### config.mk
export PLATFORM = sky130hd
export DESIGN_NAME = instr_fetch_unit
export DESIGN_NICKNAME = d
export VERILOG_FILES = /design/src/rtl/riscv_pkg.sv /design/src/rtl/fetch_fifo.sv /design/src/rtl/instr_fetch_unit.sv
export SDC_FILE = /design/constraint.sdc
export NUM_CORES = 1
export LEC_CHECK = 0
export CAP_MARGIN = 20
export CORE_UTILIZATION = 26
export CTS_BUF_LIST = sky130_fd_sc_hd__clkbuf_8
export DETAILED_ROUTE_END_ITERATION = 12
export PLACE_DENSITY = 0.45
export SYNTH_ARGS = -nofsm -noshare
export SYNTH_HDL_FRONTEND = slang
export SYNTH_HIERARCHICAL = 1
export SYNTH_SLANG_ARGS = --single-unit
### constraint.sdc
create_clock -name clk -period 6.8 [get_ports clk]
set_clock_uncertainty 0.1 [all_clocks]
set_input_delay 1.36 -clock clk [delete_from_list [all_inputs] [get_ports clk]]
set_output_delay 1.36 -clock clk [all_outputs]
set_load 0.03 [all_outputs]
### src/rtl/riscv_pkg.sv
// Shared RISC-V definitions for the instruction-side blocks: base opcodes,
// datapath width, canonical NOP and the fetch FSM state encoding.
package riscv_pkg;

    localparam int XLEN = 32;

    localparam logic [XLEN-1:0] NOP = 32'h0000_0013;

    localparam logic [6:0] OPC_R       = 7'h33;
    localparam logic [6:0] OPC_I_LOGIC = 7'h13;
    localparam logic [6:0] OPC_U       = 7'h37;
    localparam logic [6:0] OPC_LOAD    = 7'h03;
    localparam logic [6:0] OPC_STORE   = 7'h23;
    localparam logic [6:0] OPC_BRANCH  = 7'h63;
    localparam logic [6:0] OPC_JALR    = 7'h67;
    localparam logic [6:0] OPC_JAL     = 7'h6F;

    typedef enum logic [1:0] {
        FS_BOOT  = 2'd0,
        FS_FETCH = 2'd1,
        FS_HOLD  = 2'd2
    } fetch_state_e;

    // True when the word carries one of the opcodes the control decoder handles.
    function automatic logic opcode_legal(input logic [XLEN-1:0] instr);
        logic [6:0] opc;
        opc = instr[6:0];
        return (instr[1:0] == 2'b11) &&
               (opc inside {OPC_R, OPC_I_LOGIC, OPC_U, OPC_LOAD,
                            OPC_STORE, OPC_BRANCH, OPC_JALR, OPC_JAL});
    endfunction

endpackage

### src/rtl/fetch_fifo.sv
// Small synchronous FIFO used for the fetch prefetch buffer and the
// outstanding-request PC tags. Push while full is accepted when a pop
// happens in the same cycle. Flush empties the FIFO and ignores push/pop.
module fetch_fifo #(
    parameter  int WIDTH = 32,
    parameter  int DEPTH = 2,
    localparam int AW    = (DEPTH > 1) ? $clog2(DEPTH) : 1,
    localparam int CW    = $clog2(DEPTH + 1)
) (
    input  logic             clk,
    input  logic             reset,
    input  logic             push,
    input  logic [WIDTH-1:0] push_data,
    input  logic             pop,
    input  logic             flush,
    output logic [WIDTH-1:0] head_data,
    output logic             full,
    output logic             empty,
    output logic [CW-1:0]    count
);

    logic [WIDTH-1:0] mem [DEPTH];
    logic [AW-1:0]    wr_ptr;
    logic [AW-1:0]    rd_ptr;
    logic             do_push;
    logic             do_pop;

    assign empty     = (count == '0);
    assign full      = (count == CW'(DEPTH));
    assign do_pop    = pop && !empty;
    assign do_push   = push && (!full || do_pop);
    assign head_data = mem[rd_ptr];

    // Storage, pointers and occupancy; pointers wrap naturally (DEPTH is a power of 2).
    always_ff @(posedge clk or negedge reset) begin
        if (!reset) begin
            wr_ptr <= '0;
            rd_ptr <= '0;
            count  <= '0;
            for (int i = 0; i < DEPTH; i++) begin
                mem[i] <= '0;
            end
        end else if (flush) begin
            wr_ptr <= '0;
            rd_ptr <= '0;
            count  <= '0;
        end else begin
            if (do_push) begin
                mem[wr_ptr] <= push_data;
                wr_ptr      <= wr_ptr + AW'(1);
            end
            if (do_pop) begin
                rd_ptr <= rd_ptr + AW'(1);
            end
            case ({do_push, do_pop})
                2'b10:   count <= count + CW'(1);
                2'b01:   count <= count - CW'(1);
                default: count <= count;
            endcase
        end
    end

endmodule

### src/rtl/instr_fetch_unit.sv
// Instruction fetch unit: owns the PC, issues word fetches over req/gnt/rvalid,
// buffers responses and hands {instruction, PC} to decode over valid/ready.
// Redirects flush the buffer and discard responses still in flight.
// Optional feature macro: FETCH_OPCODE_CHECK_EN (flags unknown opcodes on Illegal_o).
//
// state    | meaning
// ---------+-------------------------------------------------------------
// FS_BOOT  | first cycle after reset, no request issued
// FS_FETCH | requesting while outstanding + buffered < FIFO_DEPTH
// FS_HOLD  | all credits in use, request low until a pop or a drop
module instr_fetch_unit
    import riscv_pkg::*;
#(
    parameter logic [31:0] RESET_PC   = 32'h0040_0000,
    parameter int          FIFO_DEPTH = 2
) (
    input  logic        clk,
    input  logic        reset,
    input  logic        Redirect_i,
    input  logic [31:0] Redirect_PC_i,
    output logic        Imem_Req_o,
    output logic [31:0] Imem_Addr_o,
    input  logic        Imem_Gnt_i,
    input  logic        Imem_Rvalid_i,
    input  logic [31:0] Imem_Rdata_i,
    output logic        Instr_Valid_o,
    input  logic        Instr_Ready_i,
    output logic [31:0] Instr_o,
    output logic [31:0] PC_o,
    output logic        Illegal_o
);

    localparam int CW = $clog2(FIFO_DEPTH + 1);
    localparam logic [CW:0] DEPTH_W = (CW + 1)'(FIFO_DEPTH);
`ifdef FETCH_OPCODE_CHECK_EN
    localparam int ENTRY_W = 2 * XLEN + 1;
`else
    localparam int ENTRY_W = 2 * XLEN;
`endif

    fetch_state_e     state_q;
    fetch_state_e     state_d;
    logic [XLEN-1:0]  pc_q;
    logic [CW-1:0]    drop_q;
    logic [CW-1:0]    outst;
    logic [CW-1:0]    fifo_count;
    logic             grant;
    logic             push_fifo;
    logic             pop_fifo;
    logic             tag_pop;
    logic             credit_ok;
    logic             data_full;
    logic             data_empty;
    logic             tag_full;
    logic             tag_empty;
    logic [CW:0]      total_now;
    logic [CW:0]      outst_next;
    logic [CW:0]      fifo_next;
    logic [CW:0]      total_next;
    logic [XLEN-1:0]  tag_pc;
    logic [ENTRY_W-1:0] push_entry;
    logic [ENTRY_W-1:0] head_entry;

    assign total_now = {1'b0, outst} + {1'b0, fifo_count};
    assign credit_ok = (total_now < DEPTH_W) && !data_full && !tag_full;

    // A redirect cycle never requests, so no grant can race the PC reload.
    assign Imem_Req_o  = (state_q == FS_FETCH) && credit_ok && !Redirect_i;
    assign Imem_Addr_o = pc_q;
    assign grant       = Imem_Req_o && Imem_Gnt_i;

    // Responses owed to a pre-redirect PC stream are dropped, including one arriving on the redirect cycle.
    assign push_fifo = Imem_Rvalid_i && (drop_q == '0) && !Redirect_i;
    assign pop_fifo  = Instr_Valid_o && Instr_Ready_i && !Redirect_i;
    assign tag_pop   = Imem_Rvalid_i && !tag_empty;

    assign outst_next = {1'b0, outst} + (CW + 1)'(grant) - (CW + 1)'(Imem_Rvalid_i);
    assign fifo_next  = Redirect_i ? '0
                      : {1'b0, fifo_count} + (CW + 1)'(push_fifo) - (CW + 1)'(pop_fifo);
    assign total_next = outst_next + fifo_next;

    // FSM state register.
    always_ff @(posedge clk or negedge reset) begin
        if (!reset) begin
            state_q <= FS_BOOT;
        end else begin
            state_q <= state_d;
        end
    end

    // Next-state: park in HOLD while every credit is committed; a redirect always restarts fetch.
    always_comb begin
        state_d = state_q;
        unique case (state_q)
            FS_BOOT:  state_d = FS_FETCH;
            FS_FETCH: if (total_next >= DEPTH_W) state_d = FS_HOLD;
            FS_HOLD:  if (total_next < DEPTH_W) state_d = FS_FETCH;
            default:  state_d = FS_BOOT;
        endcase
        if (Redirect_i) begin
            state_d = FS_FETCH;
        end
    end

    // PC and drop counter; on redirect everything still in flight becomes a drop.
    always_ff @(posedge clk or negedge reset) begin
        if (!reset) begin
            pc_q   <= RESET_PC;
            drop_q <= '0;
        end else if (Redirect_i) begin
            pc_q   <= Redirect_PC_i & ~32'h3;
            drop_q <= outst - CW'(Imem_Rvalid_i);
        end else begin
            if (grant) begin
                pc_q <= pc_q + 32'd4;
            end
            if (Imem_Rvalid_i && (drop_q != '0)) begin
                drop_q <= drop_q - CW'(1);
            end
        end
    end

`ifdef FETCH_OPCODE_CHECK_EN
    assign push_entry = {~opcode_legal(Imem_Rdata_i), tag_pc, Imem_Rdata_i};
    assign Illegal_o  = Instr_Valid_o && head_entry[2*XLEN];
`else
    assign push_entry = {tag_pc, Imem_Rdata_i};
    assign Illegal_o  = 1'b0;
`endif

    // PC tags follow requests in order; tag occupancy is the outstanding count.
    fetch_fifo #(
        .WIDTH (XLEN),
        .DEPTH (FIFO_DEPTH)
    ) u_tag_fifo (
        .clk       (clk),
        .reset     (reset),
        .push      (grant),
        .push_data (pc_q),
        .pop       (tag_pop),
        .flush     (1'b0),
        .head_data (tag_pc),
        .full      (tag_full),
        .empty     (tag_empty),
        .count     (outst)
    );

    fetch_fifo #(
        .WIDTH (ENTRY_W),
        .DEPTH (FIFO_DEPTH)
    ) u_data_fifo (
        .clk       (clk),
        .reset     (reset),
        .push      (push_fifo),
        .push_data (push_entry),
        .pop       (pop_fifo),
        .flush     (Redirect_i),
        .head_data (head_entry),
        .full      (data_full),
        .empty     (data_empty),
        .count     (fifo_count)
    );

    assign Instr_Valid_o = !data_empty;
    assign Instr_o       = head_entry[XLEN-1:0];
    assign PC_o          = head_entry[2*XLEN-1:XLEN];

endmodule

==> results of run 1 <==
[state kept, by name, summed over array words and instances, names as in the netlist, 2 cells and up]
register           flops
Imem_Addr_o           30
drop_q                 2
state_q                2
u_data_fifo/count      2
u_data_fifo/mem      128
u_tag_fifo/count       2
u_tag_fifo/mem        64
[layout by cell type (no fill, tap or decap), drive strengths merged, types with 2 or more instances in the layout]
cell type	count
mux2i	3
o211ai	4
a21oi	5
and2	2
nor2	13
o311ai	3
nor3	10
buf	15
nand4	16
clkinv	6
o21ai	28
xor2	16
inv	28
nor4	7
or4b	2
fa	3
dfrtp	233
mux2	292
clkbuf	61
nor2b	8
or2	2
clkdlybuf4s50	161
and3	7
a211oi	5
xnor2	17
and2b	2
nand2b	5
bufinv	2
ha	8
conb	13
nor3b	2
nand2	43
nand3	12
or3	2
[per-layer routing]
layer | up-vias | part of all wire (%) | global-route usage [%]
met5 | - | 0.045 | 0
met3 | 47 | 4.7 | 3.657
met2 | 133 | 44 | 19.95
met1 | 3608 | 49 | 18.98
met4 | 2 | 2.2 | 4.373
li1 | 3286 | - | -
[final timing paths]
path                       slack, ns  cells past startpoint                   to
min in group asynchronous       0.77                      1  u_data_fifo/mem[43]
setup reg to reg                2.92                     14           state_q[0]
setup / recovery                2.18                      5           Imem_Req_o
hold / removal                  0.40                      1  u_data_fifo/mem[36]
max in group asynchronous       4.31                      2    u_tag_fifo/rd_ptr
hold reg to reg                 0.40                      1  u_data_fifo/mem[36]
[power by group]
group	switching [mW]	leakage (nW)	total (mW)	internal (mW)
Clock	0.629	0.550	1.50	0.872
Sequential	0.248	3.02	2.05	1.81
Combinational	0.858	3.04	1.91	1.05
Total	1.74	6.61	5.46	3.73
[area by class of cell]
cell class / count / share of cell area, %
flip-flops and latches: 234 / 40.24
multi-input cells: 534 / 35.72
repair buffers: 176 / 11.87
clock buffers: 61 / 5.764
well taps: 585 / 5.025
clock inverters: 20 / 0.9449
inverters: 17 / 0.4381
[cells by family after synthesis]
family	count (synthesis)	synth area share (%)
buf+inv	60	3.320
xor+xnor	33	2.540
mux	295	31.73
simple gates	134	7.003
flops	234	51.46
compound gates	48	2.507
other cells	1	0.03295
fa+ha+maj	11	1.407
[critical path, stage by stage, from the launching register on]
cell	delay (ns)
dfrtp_1	0.48
and2_1	0.22
fa_1	0.48
nor4_4	0.43
and3_1	0.27
clkdlybuf4s50_1	0.68
==> metrics, run 1 <==
status=completed; placed cell count=1,546; area share of the largest cell type after synthesis=51.23%; total CTS buffers=46; nets=1,090; maximum buffer depth of the clock tree=3; final slew viol count=0; register area=0.005862 sq mm; Reg-to-Reg Start=u_tag_fifo/count[0]; pre-CTS setup slack=2.093 ns; die area=0.04461 sq mm; Gate Count Post-Synth=816; setup TNS=0 ns; Initial Util=26.36%; top-level I/O count=169; ANT nets after route=0; H-tree levels=2; Final GP Congestion=0.6982; Die X=211.2 microns; antenna violations before repair=1; Seq cells post-synth=234; clock-pin slew on the worst setup and hold paths=0.06 ns; final hold violations=0; Finished Core Util=33.74%; Worst Path Max Fanout=10; CTS resizes=0; drt via density=4.349; Pwr Density=374.9 mW/mm^2; drt total wl=29,140 microns; Leak Pwr=6.614 nW; GRT Overall Usage=13.50%; TritonRoute pass-1 iters=4; vias in the first global route=7,569; root buffer cell=clkbuf_8; unrepaired setup endpoints after global routing=false; # diodes=0; clk_lat worst skew=0.60 ns; Avg Cell Area, Syn=13.95 sq um; DRC=0; largest net degree at the start of global routing=121; DR vias=7,076; hpwl dp=18,070 microns; Cell Area, Synth=0.01138 sq mm; DR iter-0 viols=255; layout cells sized above 1=38.00%; Worst Path Arrival=3.16 ns; Fill cells=4,366; worst hold start=u_data_fifo/mem[36]; total chip power=5.461 mW; final global-route overflow total=0; CP startpoint kind=flip-flop; Seq/Total Area, Yosys=51.46%; area delta synth->final=27.99%; Synth Warn #=6; top-count cell post-synth=dfrtp_1; number of enable flip-flop cells after synthesis=0; fmax=216.7 MHz; drt wl/cell=17.91 microns; row count=76; Die Y=211.2 microns; HP Class=reg -> reg; ys async rst share=100.0%; min cycle time layout=4.616 ns; Crit path required time=5.34 ns; Fin Hold WS=0.3987 ns; design area=0.01457 sq mm; # setup viols final=0; dpl cell area=0.01359 sq mm; post-CTS setup buffer count=0; Final period util=67.88%; Max Cap Viol=0; area of the multi-input gates=0.005202 sq mm; I/O Buffers=163; leading post-synthesis cells by cell area=dfrtp_1, mux2_2, mux2_4, nand2_1, xnor2_1; worst setup path startpoint=u_tag_fifo/count[0]; VDD IR-drop max=0.1613 mV; CP Class=reg -> out; post-synth top area cell=dfrtp_1; Worst setup EP type=output port; CTS sink cnt=234; Finished Layout Cells=1,627; TritonCTS clock tree=built; setup ws final=2.184 ns; Post-CTS Hold Fix Bufs=0; Synth Flop Type=dfrtp_1; Tightest Pin Transition=1.030 ns; global-route wire length before repair=45,900 microns; core area=0.04317 sq mm; most common library cells after synthesis=dfrtp_1, mux2_2, mux2_4; max_slew headroom=31.35%; Synth cell types=54
Note: power is estimated with default switching activity, not from simulation.
==> run 2: changes to the inputs <==
Settings changed: PLACE_DENSITY 0.45 to 0.47.
Clock period 6.8 ns to 3.73 ns, I/O delays scaled along.
==> run 2 against run 1 <==
Setup slack got worse by 2.0 ns. Die area unchanged. Design area increased by 0.65%. Largest power group unchanged. First-iteration DRC count decreased by 15%. Sequential power increased by 82%. Clock power increased by 57%. Non-clock buffer count increased by 20. Sequential share of layout area decreased by 0.25 points. Via count increased by 0.24%. Combinational power increased by 84%. Cell count increased by 0.92%. Worst hold slack got worse by 0.34 ns.
==> metrics, run 2 (same netlist as run 1, synthesis figures left out) <==
status=completed (unchanged); placed cell count=1,566 (was 1,546); Die Y=211.2 microns (unchanged); Finished Layout Cells=1,642 (was 1,627); DR iter-0 viols=216 (was 255); area of the multi-input gates=0.005216 sq mm (was 0.005202 sq mm); setup ws final=0.2052 ns (was 2.184 ns); worst-path cell chain=and2_4 -> fa_1 -> nor4_4 -> buf_4 -> and3_1 -> dlygate4sd2_1 (was and2_1 -> fa_1 -> nor4_4 -> and3_1 -> clkdlybuf4s50_1); Worst setup EP type=output port (unchanged); DRC=0 (unchanged); commonest non-fill, non-tap cell in the layout=dfrtp_1 (unchanged); I/O Buffers=163 (unchanged); most frequent cells in the layout=dfrtp_1, mux2_2, clkdlybuf4s50_1 (unchanged); Final GP Congestion=0.7090 (was 0.6982); Crit path required time=2.88 ns (was 5.34 ns); top-level I/O count=169 (unchanged); nets=1,108 (was 1,090); TritonRoute pass-1 iters=4 (unchanged); Top reg by flops=u_data_fifo/mem (unchanged); CP Class=reg -> out (unchanged); Leak Pwr=6.703 nW (was 6.614 nW); drt via density=4.320 (was 4.349); register area=0.005863 sq mm (was 0.005862 sq mm); maximum buffer depth of the clock tree=3 (unchanged); CTS sink cnt=234 (unchanged); clk_lat worst skew=0.58 ns (was 0.60 ns); Initial Util=26.36% (unchanged); unrepaired setup endpoints after global routing=false (unchanged); DR vias=7,093 (was 7,076); worst setup path startpoint=u_tag_fifo/count[0] (unchanged); Crit-path slowest cell=fa_1 (was clkdlybuf4s50_1); Reg-to-Reg Start=u_tag_fifo/count[0] (unchanged); Finished Core Util=33.96% (was 33.74%); Worst Path Arrival=2.68 ns (was 3.16 ns); global-route wire length before repair=46,540 microns (was 45,900 microns); total chip power=9.613 mW (was 5.461 mW); drt wl/cell=18.08 microns (was 17.91 microns); fmax=283.7 MHz; root buffer cell=clkbuf_8 (unchanged); Die X=211.2 microns (unchanged); GRT Overall Usage=13.72% (was 13.50%); layout cells sized above 1=38.54% (was 38.00%); row count=76 (unchanged); TritonCTS clock tree=built (unchanged); clock-pin slew on the worst setup and hold paths=0.06 ns (about the same); drt total wl=29,690 microns (was 29,140 microns); Max Cap Viol=0 (unchanged); max_slew headroom=35.43% (was 31.35%); area delta synth->final=28.83% (was 27.99%); Final period util=94.50%; min cycle time layout=3.525 ns; die area=0.04461 sq mm (unchanged); Tightest Pin Transition=0.9686 ns (was 1.030 ns); ANT nets after route=0 (unchanged); final global-route overflow total=0 (unchanged); CP peak stage delay=0.51 ns (was 0.68 ns); core area=0.04317 sq mm (unchanged); Pwr Density=655.6 mW/mm^2 (was 374.9 mW/mm^2); H-tree levels=2 (unchanged); final slew viol count=0 (unchanged); CP startpoint kind=flip-flop (unchanged); antenna violations before repair=1 (unchanged); vias in the first global route=7,682 (was 7,569); Fill cells=4,341 (was 4,366); Largest register FFs=128 (unchanged); HP Class=in -> async (was reg -> reg); largest net degree at the start of global routing=84 (was 121); hpwl dp=19,320 microns (was 18,070 microns); final hold violations=0 (unchanged); # setup viols final=0 (unchanged); total CTS buffers=44 (was 46); VDD IR-drop max=0.3319 mV (was 0.1613 mV); pre-CTS setup slack=-0.1880 ns (was 2.093 ns); Worst Path Max Fanout=4 (was 10)
-- run 2: cell types whose count changed in the layout (fill, tap and decap cells not counted), moves of 2 or more --
cell       previous run  this run
buf_4                13        26
inv_1                28        37
clkbuf_8             61        53
buf_12                0         7
clkinv_2              5         1
bufinv_16             2         0
-- run 2: final timing paths --
kind,endpoint,slack [ns],cells after the start
setup / recovery,Imem_Req_o,0.21,6
hold / removal,drop_q[0],0.06,1
setup reg to reg,state_q[0],0.21,14
hold reg to reg,u_data_fifo/mem[93],0.40,1
max in group asynchronous,u_data_fifo/mem[15],2.61,2
min in group clk,u_data_fifo/mem[93],0.40,1
-- run 2: per-layer routing --
layer  GRT usage [%]  up-vias  routed length (microns)
li1                -     3326                        -
met1           19.22     3596                    14440
met2           20.55      128                    13270
met3           3.628       43                     1365
met4           4.123        0                      610
met5               0        -                        0
-- run 2: layout make-up --
cell class	instances	area share, %
clock inverter	22	0.5718
timing repair buffer	196	13.41
multi-input combinational	534	35.58
antenna	1	0.01707
clock buffer	53	4.975
tap	585	4.992
sequential	234	39.99
inverter	17	0.4694
-- run 2: timing repair --
item / in CTS / in global routing
endpoints found under the setup margin: 1 / 1
hold buffers: 0 / 0
buffers inserted: 0 / 0
gates resized for setup: 1 / 1
-- run 2: through the flow --
| step | TNS [ns] | hold WS (ns) | area, sq um |
|---|---|---|---|
| final | 0 | 0.06022 | 14660 |
| after global routing | 0 | 0.07182 | 14660 |
| after CTS | 0 | 0.05942 | 14650 |
| after detailed placement | -0.3539 | 0.3897 | 13840 |
| after global placement | -0.2396 | 0.3827 | 13840 |
| after floorplan | -0.1076 | 0.3504 | 11460 |
-- run 2: power breakdown --
group	switching [mW]	internal (mW)	leakage, nW
Combinational	1.58	1.93	3.19
Sequential	0.446	3.29	3.02
Clock	1.09	1.27	0.497
-- run 2: critical path, delay by kind of cell, from the launching register on --
family | cells | cell delay [ns]
and+or+nand+nor | 3 | 0.62
buffers and inverters | 2 | 0.58
adders and majority gates | 1 | 0.51
DFF | 1 | 0.40
==> run 3: changes to the inputs <==
Settings changed: SLEW_MARGIN set to 20.
==> results of run 3 <==
No change in the layout: final DEF, timing and power equal those of run 2.
